--- src/rtl/bbs_gen_scheduler_pkg.sv ---
// Shared types and constants for the Blum-Blum-Shub generation scheduler.
package bbs_gen_scheduler_pkg;

    typedef enum logic [1:0] {
        ST_IDLE   = 2'd0,
        ST_SQUARE = 2'd1,
        ST_DONE   = 2'd2
    } state_t;

    localparam int DEFAULT_MOD  = 40633;   // 179 * 227
    localparam int DEFAULT_SEED = 884;

    // Requester index width; a single requester still gets a 1-bit id.
    function automatic int grant_width(input int n);
        return (n > 2) ? $clog2(n) : 1;
    endfunction

endpackage

--- src/rtl/bbs_gen_scheduler_if.sv ---
// Requester / consumer bundle of the BBS scheduler; master drives requests, slave is the scheduler.
interface bbs_gen_scheduler_if #(
    parameter int NREQ     = 2,
    parameter int SIZE     = 16,
    parameter int OUT_BITS = 256
) ();
    import bbs_gen_scheduler_pkg::*;

    localparam int GRANT_W = grant_width(NREQ);

    logic [NREQ-1:0]     req;
    logic                seed_load;
    logic [SIZE-1:0]     seed_value;
    logic                busy;
    logic [GRANT_W-1:0]  grant_id;
    logic [NREQ-1:0]     ack;
    logic [OUT_BITS-1:0] result;
    logic                result_valid;
    logic                seed_err;
    logic [SIZE-1:0]     bbs_state;

    modport master (
        output req, seed_load, seed_value,
        input  busy, grant_id, ack, result, result_valid, seed_err, bbs_state
    );

    modport slave (
        input  req, seed_load, seed_value,
        output busy, grant_id, ack, result, result_valid, seed_err, bbs_state
    );

endinterface

--- src/rtl/bbs_mod_square_seq.sv ---
// Sequential modular squarer: out = x*x mod MOD, one multiplier bit per cycle, MSB first.
module bbs_mod_square_seq #(
    parameter int SIZE = 16,
    parameter int MOD  = 40633
) (
    input  logic            clk,
    input  logic            reset,
    input  logic            start,
    input  logic [SIZE-1:0] x,
    output logic            done,
    output logic [SIZE-1:0] out
);
    localparam logic [SIZE:0] MOD_W = (SIZE+1)'(MOD);
    localparam int            CW    = $clog2(SIZE + 1);

    logic [SIZE:0]   acc_reg;
    logic [SIZE:0]   acc_shift;
    logic [SIZE:0]   acc_add;
    logic [SIZE-1:0] x_reg;
    logic [SIZE-1:0] mult_reg;
    logic [SIZE-1:0] out_reg;
    logic [CW-1:0]   cnt_reg;
    logic            running_reg;
    logic            done_reg;

    // acc stays below MOD < 2^SIZE, so its top bit is always zero before the shift.
    always_comb begin
        acc_shift = {acc_reg[SIZE-1:0], 1'b0};
        if (acc_shift >= MOD_W)
            acc_shift = acc_shift - MOD_W;
        acc_add = acc_shift + (mult_reg[SIZE-1] ? {1'b0, x_reg} : '0);
        if (acc_add >= MOD_W)
            acc_add = acc_add - MOD_W;
    end

    always_ff @(posedge clk) begin
        if (reset) begin
            acc_reg     <= '0;
            x_reg       <= '0;
            mult_reg    <= '0;
            out_reg     <= '0;
            cnt_reg     <= '0;
            running_reg <= 1'b0;
            done_reg    <= 1'b0;
        end else begin
            done_reg <= 1'b0;
            if (start) begin
                // A start while running simply restarts on the new operand.
                x_reg       <= x;
                mult_reg    <= x;
                acc_reg     <= '0;
                cnt_reg     <= CW'(SIZE);
                running_reg <= 1'b1;
            end else if (running_reg) begin
                acc_reg  <= acc_add;
                mult_reg <= mult_reg << 1;
                cnt_reg  <= cnt_reg - 1'b1;
                if (cnt_reg == CW'(1)) begin
                    running_reg <= 1'b0;
                    done_reg    <= 1'b1;
                    out_reg     <= acc_add[SIZE-1:0];
                end
            end
        end
    end

    assign done = done_reg;
    assign out  = out_reg;

endmodule

--- src/rtl/bbs_gen_scheduler.sv ---
// Round-robin scheduler sharing one BBS modular squarer among NREQ requesters;
// each grant yields OUT_BITS fresh bits and a one-cycle ack.
module bbs_gen_scheduler
    import bbs_gen_scheduler_pkg::*;
#(
    parameter int NREQ     = 2,
    parameter int SIZE     = 16,
    parameter int MOD      = DEFAULT_MOD,
    parameter int OUT_BITS = 256,
    parameter int SEED     = DEFAULT_SEED
) (
    input  logic                 clk,
    input  logic                 reset,
    bbs_gen_scheduler_if.slave   bus
);
    localparam int GRANT_W = grant_width(NREQ);
    localparam int CNT_W   = $clog2(OUT_BITS + 1);

    state_t              state_reg, state_next;
    logic [GRANT_W-1:0]  grant_reg, grant_next;
    logic [GRANT_W-1:0]  last_reg, last_next;
    logic [CNT_W-1:0]    cnt_reg, cnt_next;
    logic [OUT_BITS-1:0] result_reg, result_next;
    logic [SIZE-1:0]     bbs_state_reg, bbs_state_next;
    logic                busy_reg, busy_next;
    logic                seed_err_reg, seed_err_next;

    logic                sq_start;
    logic                sq_done;
    logic [SIZE-1:0]     sq_x;
    logic [SIZE-1:0]     sq_out;
    logic                seed_ok;
    logic                seed_accept;

    // First set request strictly after 'last', wrapping around.
    function automatic logic [GRANT_W-1:0] rr_pick(input logic [NREQ-1:0] r,
                                                   input logic [GRANT_W-1:0] last);
        logic [GRANT_W-1:0] pick;
        logic               found;
        int                 idx;
        pick  = last;
        found = 1'b0;
        for (int i = 1; i <= NREQ; i++) begin
            idx = (int'(last) + i) % NREQ;
            if (!found && r[GRANT_W'(idx)]) begin
                pick  = GRANT_W'(idx);
                found = 1'b1;
            end
        end
        return pick;
    endfunction

    // Chained iterations feed the fresh product straight back in.
    assign sq_x = (state_reg == ST_SQUARE) ? sq_out : bbs_state_reg;

    bbs_mod_square_seq #(
        .SIZE (SIZE),
        .MOD  (MOD)
    ) u_square (
        .clk   (clk),
        .reset (reset),
        .start (sq_start),
        .x     (sq_x),
        .done  (sq_done),
        .out   (sq_out)
    );

    assign seed_ok     = (bus.seed_value > SIZE'(1)) && (bus.seed_value < SIZE'(MOD));
    assign seed_accept = (state_reg == ST_IDLE) && !(|bus.req) && seed_ok;

    always_comb begin
        state_next     = state_reg;
        grant_next     = grant_reg;
        last_next      = last_reg;
        cnt_next       = cnt_reg;
        result_next    = result_reg;
        bbs_state_next = bbs_state_reg;
        busy_next      = busy_reg;
        seed_err_next  = bus.seed_load && !seed_accept;
        sq_start       = 1'b0;

        case (state_reg)
            ST_IDLE: begin
                if (|bus.req) begin
                    grant_next  = rr_pick(bus.req, last_reg);
                    busy_next   = 1'b1;
                    cnt_next    = '0;
                    result_next = '0;
                    sq_start    = 1'b1;
                    state_next  = ST_SQUARE;
                end else if (bus.seed_load && seed_ok) begin
                    bbs_state_next = bus.seed_value;
                end
            end
            ST_SQUARE: begin
                if (sq_done) begin
                    bbs_state_next = sq_out;
                    result_next    = OUT_BITS'({result_reg, sq_out[0]});
                    cnt_next       = cnt_reg + 1'b1;
                    if (cnt_next == CNT_W'(OUT_BITS))
                        state_next = ST_DONE;
                    else
                        sq_start = 1'b1;
                end
            end
            ST_DONE: begin
                busy_next  = 1'b0;
                last_next  = grant_reg;
                state_next = ST_IDLE;
            end
            default: state_next = ST_IDLE;
        endcase
    end

    always_ff @(posedge clk) begin
        if (reset) begin
            state_reg     <= ST_IDLE;
            grant_reg     <= '0;
            last_reg      <= GRANT_W'(NREQ - 1);
            cnt_reg       <= '0;
            result_reg    <= '0;
            bbs_state_reg <= SIZE'(SEED);
            busy_reg      <= 1'b0;
            seed_err_reg  <= 1'b0;
        end else begin
            state_reg     <= state_next;
            grant_reg     <= grant_next;
            last_reg      <= last_next;
            cnt_reg       <= cnt_next;
            result_reg    <= result_next;
            bbs_state_reg <= bbs_state_next;
            busy_reg      <= busy_next;
            seed_err_reg  <= seed_err_next;
        end
    end

    genvar gi;
    generate
        for (gi = 0; gi < NREQ; gi++) begin : g_ack
            assign bus.ack[gi] = (state_reg == ST_DONE) && (grant_reg == GRANT_W'(gi));
        end
    endgenerate

    assign bus.busy         = busy_reg;
    assign bus.grant_id     = grant_reg;
    assign bus.result       = result_reg;
    assign bus.result_valid = (state_reg == ST_DONE);
    assign bus.seed_err     = seed_err_reg;
    assign bus.bbs_state    = bbs_state_reg;

endmodule

--- src/flat_wrapper.sv ---
// flat-port wrapper written by rule: the top's interface ports become plain ports
module bbs_gen_scheduler_flat import bbs_gen_scheduler_pkg::*;
#(
    parameter int NREQ     = 2,
    parameter int SIZE     = 16,
    parameter int MOD      = DEFAULT_MOD,
    parameter int OUT_BITS = 256,
    parameter int SEED     = DEFAULT_SEED
)
  (clk, reset, bus_req, bus_seed_load, bus_seed_value, bus_busy, bus_grant_id, bus_ack, bus_result, bus_result_valid, bus_seed_err, bus_bbs_state);
  bbs_gen_scheduler_if #(.NREQ(NREQ), .SIZE(SIZE), .OUT_BITS(OUT_BITS)) bus_i ();
  input  logic clk;
  input  logic reset;
  input wire logic [$bits(bus_i.req)-1:0] bus_req;
  input wire logic [$bits(bus_i.seed_load)-1:0] bus_seed_load;
  input wire logic [$bits(bus_i.seed_value)-1:0] bus_seed_value;
  output wire logic [$bits(bus_i.busy)-1:0] bus_busy;
  output wire logic [$bits(bus_i.grant_id)-1:0] bus_grant_id;
  output wire logic [$bits(bus_i.ack)-1:0] bus_ack;
  output wire logic [$bits(bus_i.result)-1:0] bus_result;
  output wire logic [$bits(bus_i.result_valid)-1:0] bus_result_valid;
  output wire logic [$bits(bus_i.seed_err)-1:0] bus_seed_err;
  output wire logic [$bits(bus_i.bbs_state)-1:0] bus_bbs_state;
  assign bus_i.req = bus_req;
  assign bus_i.seed_load = bus_seed_load;
  assign bus_i.seed_value = bus_seed_value;
  assign bus_busy = bus_i.busy;
  assign bus_grant_id = bus_i.grant_id;
  assign bus_ack = bus_i.ack;
  assign bus_result = bus_i.result;
  assign bus_result_valid = bus_i.result_valid;
  assign bus_seed_err = bus_i.seed_err;
  assign bus_bbs_state = bus_i.bbs_state;
  bbs_gen_scheduler #(.NREQ(NREQ), .SIZE(SIZE), .MOD(MOD), .OUT_BITS(OUT_BITS), .SEED(SEED)) u_core (.clk(clk), .reset(reset), .bus(bus_i));
endmodule
--- config.mk ---
export PLATFORM = sky130hd
export DESIGN_NAME = bbs_gen_scheduler_flat
export DESIGN_NICKNAME = d
export VERILOG_FILES = /design/src/rtl/bbs_gen_scheduler_pkg.sv /design/src/rtl/bbs_gen_scheduler_if.sv /design/src/rtl/bbs_mod_square_seq.sv /design/src/rtl/bbs_gen_scheduler.sv /design/src/flat_wrapper.sv
export SDC_FILE = /design/constraint.sdc
export NUM_CORES = 1
export LEC_CHECK = 0
export BUFFER_PORTS_ARGS = -buffer_cell sky130_fd_sc_hd__buf_4
export CAP_MARGIN = 20
export CORE_MARGIN = 5
export CORE_UTILIZATION = 28
export DETAILED_ROUTE_END_ITERATION = 7
export GPL_ROUTABILITY_DRIVEN = 1
export PLACE_DENSITY_LB_ADDON = 0.1
export SLEW_MARGIN = 0
export SYNTH_ARGS = -nofsm -noshare
export SYNTH_HDL_FRONTEND = slang
export SYNTH_SLANG_ARGS = --single-unit
--- constraint.sdc ---
create_clock -name clk -period 6.63 [get_ports clk]
set_input_delay 0.9945 -clock clk [delete_from_list [all_inputs] [get_ports clk]]
set_output_delay 0.9945 -clock clk [all_outputs]
set_load 0.02 [all_outputs]
; Word-level counts from Yosys, hierarchy flattened
; Index checks and enable logic that the tools add are counted.
[classes]
addsub = 7
order_cmp = 6
n_eq_ne = 9
n_mux = 41
bitwise = 3
n_reduce_logical = 24
[ops]
columns = operator, count
row1 = two-way mux 256 bit, 2
row2 = case mux 256 bit (2 select lines), 1
row3 = two-way mux 16 bit, 8
row4 = >= comparator 17 x 16 -> 1 bit (second input constant), 2
row5 = case mux 16 bit (2 select lines), 1
row6 = two-way mux 9 bit, 2
row7 = case mux 9 bit (2 select lines), 1
row8 = adder 17 x 16 -> 17 bit, 1
row9 = two-way mux 1 bit, 17
row10 = two-way mux 17 bit, 1
row11 = subtractor 17 x 16 -> 17 bit (second input constant), 1
row12 = greater-than comparator 16 x 1 -> 1 bit (second input constant), 1
row13 = less-than comparator 16 bit (second input constant), 1
row14 = subtractor 16 bit (second input constant), 1
row15 = two-way mux 5 bit, 2
row16 = != test 2 bit (second input constant), 5
row17 = adder 9 x 1 -> 9 bit (second input constant), 1
row18 = equality test 9 bit (second input constant), 1
row19 = AND reduction 3 bit, 3
row20 = logical AND 1 bit, 8
row21 = less-than comparator 1 x 3 -> 1 bit (second input constant), 2
row22 = two-way mux 2 bit, 3
row23 = nonzero test 2 bit, 3
row24 = equality test 5 x 1 -> 1 bit (second input constant), 1
row25 = 13 further kinds, 21
[totals]
regBits = 358
in_bits = 21
elab_cells = 106

; Depth between registers and ports, before layout
; Gate-level depths: netlist of run 1.
[logic_depth]
word_depth = 10
mapped_depth = 23

; By module
; A second synthesis of run 1 with hierarchy kept.
[hier_totals]
cells_unflattened = 1684
hier_area_um2 = 15055.7
[by_module_without_submodules]
columns = mod, n_inst, cells_per_inst, area_per_inst_um2
row1 = bbs_gen_scheduler, 1, 1108, 10341.2
row2 = bbs_mod_square_seq, 1, 576, 4714.5

; Worst setup path after synthesis of run 1
; Ideal clock, no wire load.
[synth_path]
path_kind = reg-to-reg
startpoint = reg u_core.u_square.acc_reg[0]
endpoint = reg u_core.u_square.out_reg[11], in the netlist u_core.u_square.out[11]
setup_ps = 68
t_arrival_ps = 4529
required_ps = 6562
slack_ps = 2033
stages_incl_launch_ff = 23
period_less_slack_ps = 4597
path_cell_list = dfxtp_1 > inv_1 > ha_1 > and4b_1 > o21ai_0 > nand2_1 > nand2b_1 > nand2_1 > a21oi_1 > inv_1 > o21ai_0 > xnor2_1 > ha_1 > nand3_2 > or3b_1 > o311a_2 > xnor2_1 > nand2_2 > o41ai_2 > a31oi_2 > o31ai_1 > or3b_1 > a21oi_2
[synth_via]
elab_chain_len = 5
elab_cells_between_ends = 7
classes_between = add/sub: 3 / order compare: 2 / mux: 2
[synth_rtl]
columns = item, line
row1 = from (decl), bbs_mod_square_seq.sv:16  ; logic [SIZE:0] acc_reg;
row2 = from (signal assigned), bbs_mod_square_seq.sv:38  ; acc_reg <= '0;
row3 = from (signal assigned), bbs_mod_square_seq.sv:51  ; acc_reg <= '0;
row4 = from (signal assigned), bbs_mod_square_seq.sv:55  ; acc_reg <= acc_add;
row5 = subtractor 17 x 16 -> 17 bit or >= comparator 17 x 16 -> 1 bit (tied branches), "bbs_mod_square_seq.sv:30, bbs_mod_square_seq.sv:29"
row6 = two-way mux 17 bit *, bbs_mod_square_seq.sv:29  ; if (acc_shift >= MOD_W)
row7 = adder 17 x 16 -> 17 bit *, bbs_mod_square_seq.sv:31  ; acc_add = acc_shift + (mult_reg[SIZE-1] ? {1'b0, x_reg} : '0);
row8 = subtractor 16 bit or >= comparator 17 x 16 -> 1 bit (tied branches), "bbs_mod_square_seq.sv:33, bbs_mod_square_seq.sv:32"
row9 = two-way mux 16 bit *, bbs_mod_square_seq.sv:32  ; if (acc_add >= MOD_W)
row10 = to (signal assigned), bbs_mod_square_seq.sv:61  ; out_reg <= acc_add[SIZE-1:0];
row11 = to (decl), bbs_mod_square_seq.sv:21  ; logic [SIZE-1:0] out_reg;
; Mark *: on every way between the ends. The rest lies on a longest branch, timed or not.
; A chain may end at the register's enable or synchronous reset.

; Final worst setup path of run 1
[layout_path]
startpoint = reg u_core.u_square.acc_reg[0]
endpoint = reg u_core.u_square.acc_reg[10]
[layout_via]
elab_chain_len = 5
elab_cells_between_ends = 7
classes_between = add/sub: 3 / order compare: 2 / mux: 2
[layout_rtl]
columns = item, line
row1 = subtractor 17 x 16 -> 17 bit or >= comparator 17 x 16 -> 1 bit (tied branches), "bbs_mod_square_seq.sv:30, bbs_mod_square_seq.sv:29"
row2 = two-way mux 17 bit *, bbs_mod_square_seq.sv:29
row3 = adder 17 x 16 -> 17 bit *, bbs_mod_square_seq.sv:31
row4 = subtractor 16 bit or >= comparator 17 x 16 -> 1 bit (tied branches), "bbs_mod_square_seq.sv:33, bbs_mod_square_seq.sv:32"
row5 = two-way mux 16 bit *, bbs_mod_square_seq.sv:32
; Marks and branches as above.

==> results of run 1 <==
## worst max-delay path: cells and delay by family, from the launching register on
kind                       cells  cell delay, ns
DFF                            1            0.35
xor gates and xnor gates       3            0.81
AOI/OAI and AO/OA              7            1.71
buffers and inverters          2            0.35
and+or+nand+nor                7            1.70
adders and majority gates      2            0.54
## metrics by stage
stage	cells	worst slack [ns]	utilization	hold slack, ns
floorplan	1813	2.033	-	0.4185
global placement	2671	1.095	0.3341	0.4331
detailed placement	2671	1.019	0.3341	0.4353
CTS	2748	0.9964	0.3619	0.4491
global route	2748	0.4000	0.3619	0.4675
finish	2748	0.9944	0.3619	0.4455
## placed cells by master, fill, tap and decap left out, drive strengths merged, types with 16 or more instances in the layout
cell type,synthesis,final
o21bai,17,17
a211oi,26,26
o21ai,33,33
nand3,228,228
nand2,282,282
xnor2,24,24
a21oi,251,251
clkbuf,137,63
a21o,20,20
ha,23,23
and2,23,23
mux2i,16,16
dfxtp,358,358
buf,7,315
nor2,137,137
a22oi,65,65
inv,17,18
## power groups by stage
| stage | clock (mW) | combinational (mW) | sequential [mW] |
|---|---|---|---|
| finish | 2.44 | 0.407 | 2.20 |
| global route | 2.62 | 0.449 | 2.21 |
| CTS | 2.53 | 0.413 | 2.20 |
| detailed placement | 0 | 0.413 | 2.25 |
| global placement | 0 | 0.414 | 2.25 |
| floorplan | 0 | 0.288 | 2.25 |
## how the worst min path moves through the flow
stage	start	end	slack [ns]
6_report	u_core.u_square.x_reg[7]	u_core.u_square.x_reg[7]	0.45
3_3_place_gp	u_core.u_square.x_reg[7]	u_core.u_square.x_reg[7]	0.43
4_1_cts	u_core.u_square.x_reg[7]	u_core.u_square.x_reg[7]	0.45
2_1_floorplan	u_core.u_square.x_reg[10]	u_core.u_square.x_reg[10]	0.42
3_5_place_dp	u_core.u_square.x_reg[7]	u_core.u_square.x_reg[7]	0.44
5_1_grt	u_core.u_square.x_reg[2]	u_core.u_square.x_reg[2]	0.47
## cells by family after synthesis
| kind of cell | Yosys count | synth area share |
|---|---|---|
| buf+inv | 162 | 0.04292 |
| xor+xnor | 39 | 0.02348 |
| mux | 16 | 0.01077 |
| simple gates | 745 | 0.2249 |
| flops | 358 | 0.4821 |
| compound gates | 469 | 0.1952 |
| fa+ha+maj | 24 | 0.02070 |
## layout make-up
cell class | count | share of cell area
clock buffers | 63 | 0.06526
clock inverters | 14 | 0.01145
inverters | 17 | 0.003355
multi-input cells | 1293 | 0.3730
flip-flops and latches | 358 | 0.3769
well taps | 688 | 0.04526
repair buffers | 315 | 0.1247
## per-layer routing
metal	vias to the layer above	wire [microns]
met2	293	23930
li1	6785	-
met5	-	0
met4	0	1057
met3	62	3656
met1	6435	21500
==> flow_results.org, run 1 <==
** Run status
- Outcome :: complete, no violations

** Pwr
- Sw power :: 1.315 mW
- Worst IR Drop VDD :: 171.3 uV
- The analysis attributes to cell leakage a power of 7.283 nW.
- Clock share of power :: 0.483
- Of the total power, registers draw 0.436.
- Power comes to 5.049 mW.
- Dividing total power by cell area gives a power density of 265.5 nW/um^2.
- The internal portion of the total power is 3.735 mW.
- Of the total power, the share spent switching nets is 0.2604.
- Combinational Power Share :: 0.081

** Clocking
- The number of clock buffers added by TritonCTS is 43.
- The tree is rooted in a sky130_fd_sc_hd__clkbuf_16.
- TritonCTS clock tree :: done
- Cts-stage hold buffer count :: 0
- For the worst-skew pair, the clock arrives at the later sink with an insertion delay of 0.59 ns.
- CTS H-tree lvls :: 2
- Clock-pin slew was measured on the worst setup and hold paths at 0.06 ns.
- Number of clock sinks seen by CTS :: 358
- The number of gates resized after CTS was 0.
- In this run the deepest clock path goes through 3 buffers.
- The number of setup buffers added after CTS is 0.

** Timing
- The routed design could run at a clock period as short as 5.636 ns.
- Number of slew-limit violations in the final report :: 0
- Setup violations remaining at the end of the flow were counted as 0.
- In the finished design, the share of the clock period the worst path needs comes to 0.8500.
- Final hold violations :: 0
- Max transition margin :: 0.2397
- Setup total negative slack on the finished layout was measured at 0 ns.
- Transition time of the tightest slew-check pin :: 1.140 ns
- Highest attainable clock frequency :: 177.4 MHz
- Setup Skew :: 0.03394 ns
- Setup repair after global routing left no endpoint under its margin.

** Worst setup path
- Cell mode on critical path :: sky130_fd_sc_hd__nand4_1
- Arr. time, crit path :: 6.07 ns
- The endpoint identified for the worst register-to-register timing path is u_core.u_square.acc_reg[10].
- For this run, the slowest stage of the critical path takes 0.62 ns.
- On the critical path, the stage with the largest delay is an instance of sky130_fd_sc_hd__nand4_1.
- Measured in cells, the most critical reg-to-reg path has a length of 21.
- Worst setup EP type :: flop
- Critical path endpoint :: u_core.u_square.acc_reg[10]
- Critical path origin :: u_core.u_square.acc_reg[0]
- The worst setup path is of the reg2reg kind.
- Cell-by-cell trace of the critical path :: inv_1, ha_1, and4b_1, o21ai_0, nand2_1, nand2b_1, nand2_1, a21oi_1, inv_1, o21ai_0, xnor2_1, ha_1, nand4_1, a211oi_2, o31ai_4, o21ai_2, xor2_1, nand4_1, nand4_1, xor2_1, a211oi_1
- RR Startpoint :: u_core.u_square.acc_reg[0]
- Data on the critical path is required at its endpoint by 7.07 ns.
- In this run the register-to-register setup slack is 0.99 ns.
- Startpoint kind of the worst setup timing path :: flop
- Of all nets on the critical path, the largest fanout is 12.

** Detailed routing
- Routed vias :: 13580
- Antenna-violating nets left :: 0
- Wires add up to 50.15 mm.
- Dividing the detail-routed via count by the number of cells gives 4.940.
- First-pass iteration count of the detailed router :: 6
- Dividing the detail-routed wire length by the instance count gives 18.25 microns.
- The detailed router finished its first iteration with 994 violations.
- For this run, design rule violations remaining after detail routing come to 0.

** Cells and area
- Final net count :: 2073
- Count of antenna diodes in the layout :: 0
- Area occupied by registers :: 7168 sq um
- Summing all multi-input logic gate instances after layout gives 7094 sq um.
- After routing the design area is 19020 sq um.
- The filler cells instantiated in the layout total 5500.
- In the final layout, the share of cells above drive strength 1 is 0.1971.
- Compared with the post-synthesis result, the final layout area differs by 27.92%.
- Number of flip-flops under the largest register name :: 256

** Min path
- The min-delay analysis places its worst path in the category reg2reg.
- Along the worst hold path, the cell count comes to 1.

** Logic synthesis
- The share of synthesized area in the top cell type comes to 0.4821.
- Most frequent cell after synthesis :: sky130_fd_sc_hd__dfxtp_1
- Number of storage elements in the synthesis netlist :: 358
- Post-synthesis area per instance :: 8.200 sq um
- After technology mapping, the gate count stands at 1813.
- Syn_nets :: 1858
- Part of the Yosys area used for sequential elements :: 0.4821
- Number of synthesized flops with an enable pin :: 0
- The Yosys step of the flow raised 0 warnings.
- Fraction of registers with async set or reset after synthesis :: 0
- Area contributors post-synth :: sky130_fd_sc_hd__dfxtp_1 48%, sky130_fd_sc_hd__a21oi_1 8.4%, sky130_fd_sc_hd__nand3_1 7.6%, sky130_fd_sc_hd__nand2_1 7.1%, sky130_fd_sc_hd__nor2_1 3.5%
- Post-synthesis cell type with the largest combined area :: sky130_fd_sc_hd__dfxtp_1
- Summing every instance area after synthesis gives 14870 sq um.
- Count of cell types in the netlist :: 70
- Among all flip-flop cells after synthesis, the most frequent one is sky130_fd_sc_hd__dfxtp_1.
- Synth top cells by count :: 358 x sky130_fd_sc_hd__dfxtp_1, 281 x sky130_fd_sc_hd__nand2_1, 250 x sky130_fd_sc_hd__a21oi_1, 227 x sky130_fd_sc_hd__nand3_1, 137 x sky130_fd_sc_hd__nor2_1

** Die
- From bottom edge to top edge, the die measures 240.4 microns.
- Initial core utilization :: 0.2829
- Placeable Area :: 52550 sq um
- Die area :: 57800 sq um
- From left edge to right edge, the die measures 240.4 microns.
- 299 I/O pins were placed.
- Placement Rows :: 84

** GRT
- GR peak layer :: met2
- Antenna violations before repair :: 0
- Number of global-route vias before repair :: 12750
- Met3 layer usage reported by global route :: 0.05104
- The total overflow left after global routing is 0.
- For this run, global-route usage on met2 was measured as 0.2675.
- The first global-routing pass estimated 76.50 mm of wire.
- Entering global routing, the biggest net connects 104 pins.
- For met1 alone, demand over resource in global routing was 0.2107.
- Combined global-route utilization of all metal layers :: 0.1642

** Placed design
- Placed cell areas :: 17560 sq um
- Routability-driven placement finished with a final weighted congestion of 0.8472.
- HPWL after detailed placement :: 33.12 mm
- The count of buffers added on input and output ports is 298.

** Flow run
- Max-cap violations in this run came to 0.
Note: power is estimated with default switching activity, not from simulation.
==> run 2: changes to the inputs <==
- CELL_PAD_IN_SITES_DETAIL_PLACEMENT: not set -> 0
- CELL_PAD_IN_SITES_GLOBAL_PLACEMENT: not set -> 2
- CORE_UTILIZATION: 28 -> 32
==> run 2 against run 1 <==
  * Flip-flop and latch count unchanged
  * Critical path depth did not move
  * Sequential power hardly changed
  * Clock skew is 0.022 ns lower
  * Critical endpoint unchanged
  * Largest cell class unchanged
  * Largest power group unchanged
  * Highest routed layer unchanged
==> flow_results.org, run 2 (synthesized netlist as in run 1, its figures left out) <==
** Timing
- Transition time of the tightest slew-check pin :: 1.287 ns (+0.1469 ns)
- Setup TNS :: 0 ns (unchanged)
- Shortest clock period the worst path allows after layout :: 5.562 ns (-0.07328 ns)
- Number of slew-limit violations in the final report :: 0 (unchanged)
- The total of endpoints with negative setup slack in the final report was 0 (unchanged).
- Final hold violations :: 0 (unchanged)
- Setup repair after global routing left no endpoint under its margin.
- The share of the clock period used by the worst path came to 0.8390 (-0.01105).
- The largest clock skew in the final design is 0.01146 ns (-0.02248 ns).
- The maximum frequency from static timing analysis was 179.8 MHz (+1.3%).
- Max transition margin :: 0.1418 (-0.09793)

** Clocking
- Clock insertion delay at the later pin of the skew report :: 0.55 ns (-0.04 ns)
- Number of clock buffers inserted by TritonCTS :: 42 (-2.3%)
- Quantity of gates resized following cts :: 0 (unchanged)
- The hold buffer count at CTS was 0 (unchanged).
- Deepest clock path buffer count :: 3 (unchanged)
- Clock tree synthesis selected as its root buffer the cell sky130_fd_sc_hd__clkbuf_16.
- CTS H-tree lvls :: 2 (unchanged)
- The post-CTS setup buffer count came to 0 (unchanged).
- Reg clk slew, reported paths :: 0.06 ns (about the same)
- TritonCTS clock tree :: done
- The clock net sink count came to 358 (unchanged).

** Worst setup path
- The worst setup path is of the reg2reg kind.
- Required time at the endpoint of the critical path :: 7.02 ns (-0.05 ns)
- The worst setup path is captured at a flop.
- The maximum fanout along the worst path was 12 (unchanged).
- Startpoint kind of the worst setup timing path :: flop
- Arr. time, crit path :: 5.95 ns (-0.12 ns)

** Die
- The die boundary height was 225.5 microns (-6.2%).
- Number of top-level pins :: 299 (unchanged)
- Placement Rows :: 79 (-6.0%)
- The die width is 225.5 microns (-6.2%).
- Placeable Area :: 46260 sq um (-12%)
- Die area :: 50870 sq um (-12%)
- The initial standard-cell utilization of the core came to 0.3214 (+0.03847).

** Detailed routing
- Routed vias :: 13750 (+1.3%)
- The post-detailed-routing wire length came to 49.00 mm (-2.3%).
- The first-pass iteration count of the detailed router was 5 (-1).
- The count of routing violations after the opening detailed-route iteration is 1170 (+18%).
- The residual DRC count was 0 (unchanged).
- Antenna-violating nets left :: 0 (unchanged)
- The routed length per instance came to 18.41 microns (+0.91%).
- Via count normalized by instance count :: 5.166 (+4.6%)

** Pwr
- Worst IR Drop VDD :: 181.0 uV (+5.7%)
- The sum of internal, switching and leakage power is 4.888 mW (-3.2%).
- The cell leakage power is 7.228 nW (-0.75%).
- The ratio of total power to cell area was 259.9 nW/um^2 (-2.1%).

** Cells and area
- Final net count :: 2069 (-0.19%)
- Number of flip-flops under the largest register name :: 256 (unchanged)
- In the layout the commonest cells are 357 x sky130_fd_sc_hd__dfxtp_1, 309 x sky130_fd_sc_hd__buf_4, 280 x sky130_fd_sc_hd__nand2_1.
- Count of antenna diodes in the layout :: 0 (unchanged)
- Signed area change from the synthesized netlist to the final layout :: 26.49%
- The number of fill cells is 4755 (-14%).
- Most common cell after layout, fill and taps aside :: sky130_fd_sc_hd__dfxtp_1
- Area occupied by registers :: 7168 sq um (unchanged)
- The share of final-layout standard cells stronger than drive strength 1 was 0.1952 (-0.001859).
- Area of combinational cells with multiple inputs :: 7094 sq um (unchanged)
- Finished layout cell area :: 18810 sq um (-1.1%)

** GRT
- The met3 demand-to-capacity share in global routing came to 0.05497 (+0.003926).
- The residual overflow from global routing is 0 (unchanged).
- The layer flagged by global routing as most heavily used is met2.
- Global-route wire length before repair :: 74.89 mm (-2.1%)
- Antenna violations before repair :: 0 (unchanged)
- Number of global-route vias before repair :: 12800 (+0.43%)
- Maximum number of pins on one net before global-route repair :: 214 (+110%)
- GR Layer Usage met1 :: 0.2440 (+0.03326)
- Combined global-route utilization of all metal layers :: 0.1804 (+0.01623)
- The global-route track usage on met2 was 0.2819 (+0.01434).

** Placed design
- The routability-driven placement congestion ratio came to 0.8201 (-3.2%).
- The HPWL after detailed placement was 31.87 mm (-3.8%).
- The cell area reported after detailed placement was 17460 sq um (-0.56%).
- Count of port buffers added during placement :: 298 (unchanged)

** Run status
- The flow ran to the end, and the final reports show no timing, DRC or antenna violations.

** Min path
- Hold WC Path Type :: reg2reg

** Flow run
- The max-capacitance violation count came to 0 (unchanged).
## run 2: stage by stage
stage	std cells	worst slack [ns]	hold WS [ns]	utilization
after CTS	2661	1.110	0.4507	0.4065
after global routing	2661	0.4775	0.4624	0.4065
after detailed placement	2587	1.164	0.4374	0.3774
after global placement	2587	1.205	0.4314	0.3774
final	2661	1.068	0.4490	0.4065
after floorplan	1813	2.033	0.4185	-
## run 2: critical path: stages, from the launching register on
cell and delay (ns):
sky130_fd_sc_hd__dfxtp_1 0.35, sky130_fd_sc_hd__inv_1 0.07, sky130_fd_sc_hd__ha_1 0.15, sky130_fd_sc_hd__and4b_1 0.20, sky130_fd_sc_hd__o21ai_0 0.22, sky130_fd_sc_hd__nand2_1 0.13
sky130_fd_sc_hd__nand2b_1 0.12, sky130_fd_sc_hd__nand2_1 0.09, sky130_fd_sc_hd__a21oi_1 0.51, sky130_fd_sc_hd__inv_1 0.28, sky130_fd_sc_hd__o21ai_0 0.16, sky130_fd_sc_hd__xnor2_1 0.11
sky130_fd_sc_hd__ha_1 0.41, sky130_fd_sc_hd__nand4_1 0.19, sky130_fd_sc_hd__a211oi_2 0.34, sky130_fd_sc_hd__o31ai_4 0.16, sky130_fd_sc_hd__o21ai_2 0.18, sky130_fd_sc_hd__xor2_1 0.44
sky130_fd_sc_hd__nand4_1 0.59, sky130_fd_sc_hd__nand4_1 0.31, sky130_fd_sc_hd__xor2_1 0.28, sky130_fd_sc_hd__a211oi_1 0.12
## run 2: final cells by class
class                   count  area share
flip-flops and latches    358      0.3812
well taps                 607     0.04039
repair buffers            312      0.1263
multi-input cells        1293      0.3772
clock inverters            13    0.006454
inverters                  17    0.003393
clock buffers              61     0.06507
## run 2: power by group
part	internal (mW)	switching, mW	total (mW)
logic	0.0985	0.312	0.411
registers	2.18	0.0243	2.20
clock network	1.35	0.921	2.28
total	3.63	1.26	4.89
## run 2: metal layers
| layer | up-vias | share of wire | wire length, microns |
|---|---|---|---|
| met4 | 0 | 0.019 | 954 |
| met5 | - | 0 | 0 |
| met1 | 6581 | 0.44 | 21650 |
| met3 | 55 | 0.077 | 3779 |
| met2 | 346 | 0.46 | 22620 |
| li1 | 6764 | - | - |
## run 2: final timing paths
| check | startpoint | to | slack [ns] | depth (start not counted) |
|---|---|---|---|---|
| setup reg to reg | u_core.u_square.acc_reg[0] | u_core.u_square.acc_reg[10] | 1.07 | 21 |
| hold / removal | u_core.u_square.x_reg[4] | u_core.u_square.x_reg[4] | 0.45 | 1 |
| hold reg to reg | u_core.u_square.x_reg[4] | u_core.u_square.x_reg[4] | 0.45 | 1 |
| setup / recovery | u_core.u_square.acc_reg[0] | u_core.u_square.acc_reg[10] | 1.07 | 21 |
==> run 3: changes to the inputs <==
- clock period: 6.63 -> 5.63 ns (I/O delays scaled with it)
==> run 3 against run 2 <==
  * Critical path depth increased by 1
  * Count of clock-buffer cells in the layout grew 2
  * Largest power group is now sequential cells
  * Via count decreased by 1.0%
  * Cell count grew 0.15%
  * Hold slack worse by 0.0016 ns
  * Sequential share of layout area hardly changed
  * Die area is the same
  * Wire length is 0.78% lower
  * Global-route usage shrank 0.14 points
  * Worst setup slack worse by 0.60 ns
  * Clock skew up 0.0043 ns
==> flow_results.org, run 3 (synthesized netlist as in run 1, its figures left out) <==
** Worst setup path
- The critical path is of the reg2reg type.
- The cell that appears most often on the critical path is sky130_fd_sc_hd__inv_1.
- Slowest stage delay, CP :: 0.44 ns (-0.15 ns)
- The endpoint identified for the worst register-to-register timing path is u_core.u_square.out[11].
- The worst path required time is 6.09 ns (-0.93 ns).
- RR Startpoint :: u_core.u_square.acc_reg[0]
- Worst setup EP type :: flop
- Startpoint kind of the worst setup timing path :: flop
- The number of cells on the worst reg-to-reg path came to 22 (+4.8%).
- Arr. time, crit path :: 5.63 ns (-0.32 ns)
- The reg2reg setup slack came to 0.46 ns (-0.60 ns).
- On the critical path, the stage with the largest delay is an instance of sky130_fd_sc_hd__xor2_1.
- The signal on the critical path passes through inv_1, ha_1, and4b_1, o21ai_0, nand2_1, nand2b_1, nand2_1, a21oi_2, inv_1, ha_1, inv_1, fa_1, nand3b_1, a211oi_2, o31ai_4, o21ai_2, xor2_1, o41ai_2, a31oi_2, nor4_1, or3b_1, a21oi_2.
- Largest fanout of any net on the critical path :: 7 (-5)

** Pwr
- The share of total power in sequential cells was 0.461 (+0.011).
- The proportion of total power due to net switching was 0.2538 (-0.003352).
- The cell leakage power came to 7.241 nW (+0.18%).
- Sw power :: 1.428 mW (+14%)
- The total internal power was 4.197 mW (+16%).
- Clock share of power :: 0.452 (-0.014)
- Pwr/cell area :: 299.0 nW/um^2 (+15%)
- Combinational Power Share :: 0.087 (+0.003)
- Worst IR Drop VDD :: 214.7 uV (+19%)
- The sum of internal, switching and leakage power is 5.625 mW (+15%).

** Clocking
- TritonCTS clock tree :: done
- Number of clock buffers inserted by TritonCTS :: 41 (-2.4%)
- Deepest clock path buffer count :: 3 (unchanged)
- Clock insertion delay at the later pin of the skew report :: 0.54 ns (about the same)
- The H-tree level count was 2 (unchanged).
- Reg clk slew, reported paths :: 0.06 ns (about the same)
- CTS placed an instance of sky130_fd_sc_hd__clkbuf_16 at the clock tree root.
- Number of clock sinks seen by CTS :: 358 (unchanged)

** GRT
- Combined global-route utilization of all metal layers :: 0.1789 (-0.001449)
- The maximum number of pins on one net before global-route repair was 107 (-50%).
- The residual overflow from global routing came to 0 (unchanged).
- Global-route wire length before repair :: 74.20 mm (-0.93%)
- The number of antenna violations at the first check in global routing was 0 (unchanged).
- Number of global-route vias before repair :: 12740 (-0.47%)

** Detailed routing
- The count of routing violations after the opening detailed-route iteration is 1047 (-11%).
- The post-detailed-routing wire length came to 48.62 mm (-0.78%).
- First-pass iteration count of the detailed router :: 5 (unchanged)
- The overall via count from detail_route came to 13610 (-1.0%).
- Via count normalized by instance count :: 5.105 (-1.2%)
- The number of antenna-violating nets in the routed design came to 0 (unchanged).
- The residual DRC count came to 0 (unchanged).
- Wire length per cell after detailed routing :: 18.24 microns (-0.93%)

** Die
- Number of top-level pins :: 299 (unchanged)
- The floorplan row count is 79 (unchanged).
- Die span in y :: 225.5 microns (unchanged)
- The core area is 46260 sq um (unchanged).
- Die area :: 50870 sq um (unchanged)
- The die width is 225.5 microns (unchanged).
- Initial core utilization :: 0.3214 (unchanged)

** Timing
- The maximum frequency from static timing analysis is 193.5 MHz (+7.6%).
- Final hold violations :: 0 (unchanged)
- Portion of the clock cycle consumed by the worst path in the final layout :: 0.9178 (+0.07885)
- The minimum clock period is 5.167 ns (-0.3950 ns).
- Setup Skew :: 0.01574 ns (+0.004286 ns)
- The number of slew-limit violations in the final report was 0 (unchanged).
- Transition time of the tightest slew-check pin :: 1.033 ns (-0.2545 ns)
- The relative max-transition margin is 0.3107 (+0.1689).
- The total of endpoints with negative setup slack in the final report is 0 (unchanged).

** Cells and area
- The area growth from synthesis to final layout came to 26.54% (about the same).
- The flip-flop count of the largest register after layout is 256 (unchanged).
- The number of nets in the layout came to 2076 (+0.34%).
- Layout cells sized above 1 :: 0.1968 (+0.001564)
- Final cell utilization of the core :: 0.4067 (about the same)
- Finished layout cell area :: 18810 sq um (about the same)
- Count of antenna diodes in the layout :: 0 (unchanged)
- The top cell types in the final layout, fill and taps aside, are 357 x sky130_fd_sc_hd__dfxtp_1, 317 x sky130_fd_sc_hd__buf_4, 280 x sky130_fd_sc_hd__nand2_1.
- Most common cell after layout, fill and taps aside :: sky130_fd_sc_hd__dfxtp_1

** Min path
- Hold WC Path Type :: reg2reg
- The worst hold path begins at u_core.u_square.x_reg[4].
- Endpoint with the worst hold slack :: u_core.u_square.x_reg[4]
- The cell count of the worst hold path was 1 (unchanged).

** Placed design
- The HPWL after detailed placement came to 32.23 mm (+1.1%).
- The count of input and output buffers came to 298 (unchanged).
- Placed cell areas :: 17500 sq um (+0.21%)
- Gp weighted congestion :: 0.8325 (+1.5%)

** Run status
- Outcome :: complete, no violations

** Flow run
- The max-capacitance violation count came to 0 (unchanged).
==> run 3: how the worst max path moves through the flow <==
stage | slack (ns) | start | depth (start not counted) | to
after floorplan | 1.03 | u_core.u_square.acc_reg[0] | 22 | u_core.u_square.out[11]
after global placement | 0.46 | u_core.u_square.acc_reg[0] | 22 | u_core.u_square.acc_reg[5]
after detailed placement | 0.39 | u_core.u_square.acc_reg[0] | 22 | u_core.u_square.acc_reg[5]
after CTS | 0.34 | u_core.u_square.acc_reg[0] | 22 | u_core.u_square.acc_reg[5]
after global routing | -0.01 | u_core.u_square.acc_reg[0] | 22 | u_core.u_square.out[11]
final | 0.46 | u_core.u_square.acc_reg[0] | 22 | u_core.u_square.out[11]
==> run 3: metal layers <==
| metal | up-vias | global-route usage | part of all wire |
|---|---|---|---|
| met5 | - | 0 | 0 |
| met4 | 0 | 0.04119 | 0.017 |
| met3 | 54 | 0.05471 | 0.073 |
| met2 | 310 | 0.2805 | 0.46 |
| met1 | 6450 | 0.2435 | 0.45 |
| li1 | 6792 | - | - |
==> run 3: critical path: cells and delay by family, from the launching register on <==
family                   cells  cell delay, ns
XOR/XNOR                     1            0.44
flip-flops                   1            0.41
AO/OA/AOI/OAI                8            1.69
adder cells (fa/ha/maj)      3            0.83
buffers and inverters        3            0.34
AND/OR/NAND/NOR              7            1.37
==> run 3: per-stage QoR <==
stage	hold slack, ns	worst slack [ns]	setup TNS (ns)	instances
final	0.4473	0.4627	0	2665
after floorplan	0.4185	1.033	0	1813
after global placement	0.4314	0.4576	0	2594
after CTS	0.4515	0.3403	0	2664
after global routing	0.4629	-0.01120	-0.01120	2665
after detailed placement	0.4380	0.3917	0	2594
==> run 3: final cells by class <==
type	instances	area (sq um)
repair buffers	320	2435
clock inverters	7	38.79
multi-input cells	1293	7107
fillers	4781	27450
clock buffers	63	1241
well taps	607	759.5
inverters	17	63.81
flip-flops and latches	358	7168
==> run 3: repair_timing <==
action / 4_1_cts / 5_1_grt
setup endpoints to repair: 0 / 28
buffers inserted: 0 / 0
hold endpoints to repair: 0 / 0
gates resized for setup: 0 / 3
hold buffers: 0 / 0
==> run 3: power groups by stage <==
stage	sequential, mW	clock [mW]	combinational, mW
2_1_floorplan	2.64	0	0.340
3_3_place_gp	2.65	0	0.491
3_5_place_dp	2.65	0	0.488
4_1_cts	2.59	2.64	0.490
5_1_grt	2.60	2.74	0.540
6_report	2.59	2.54	0.491
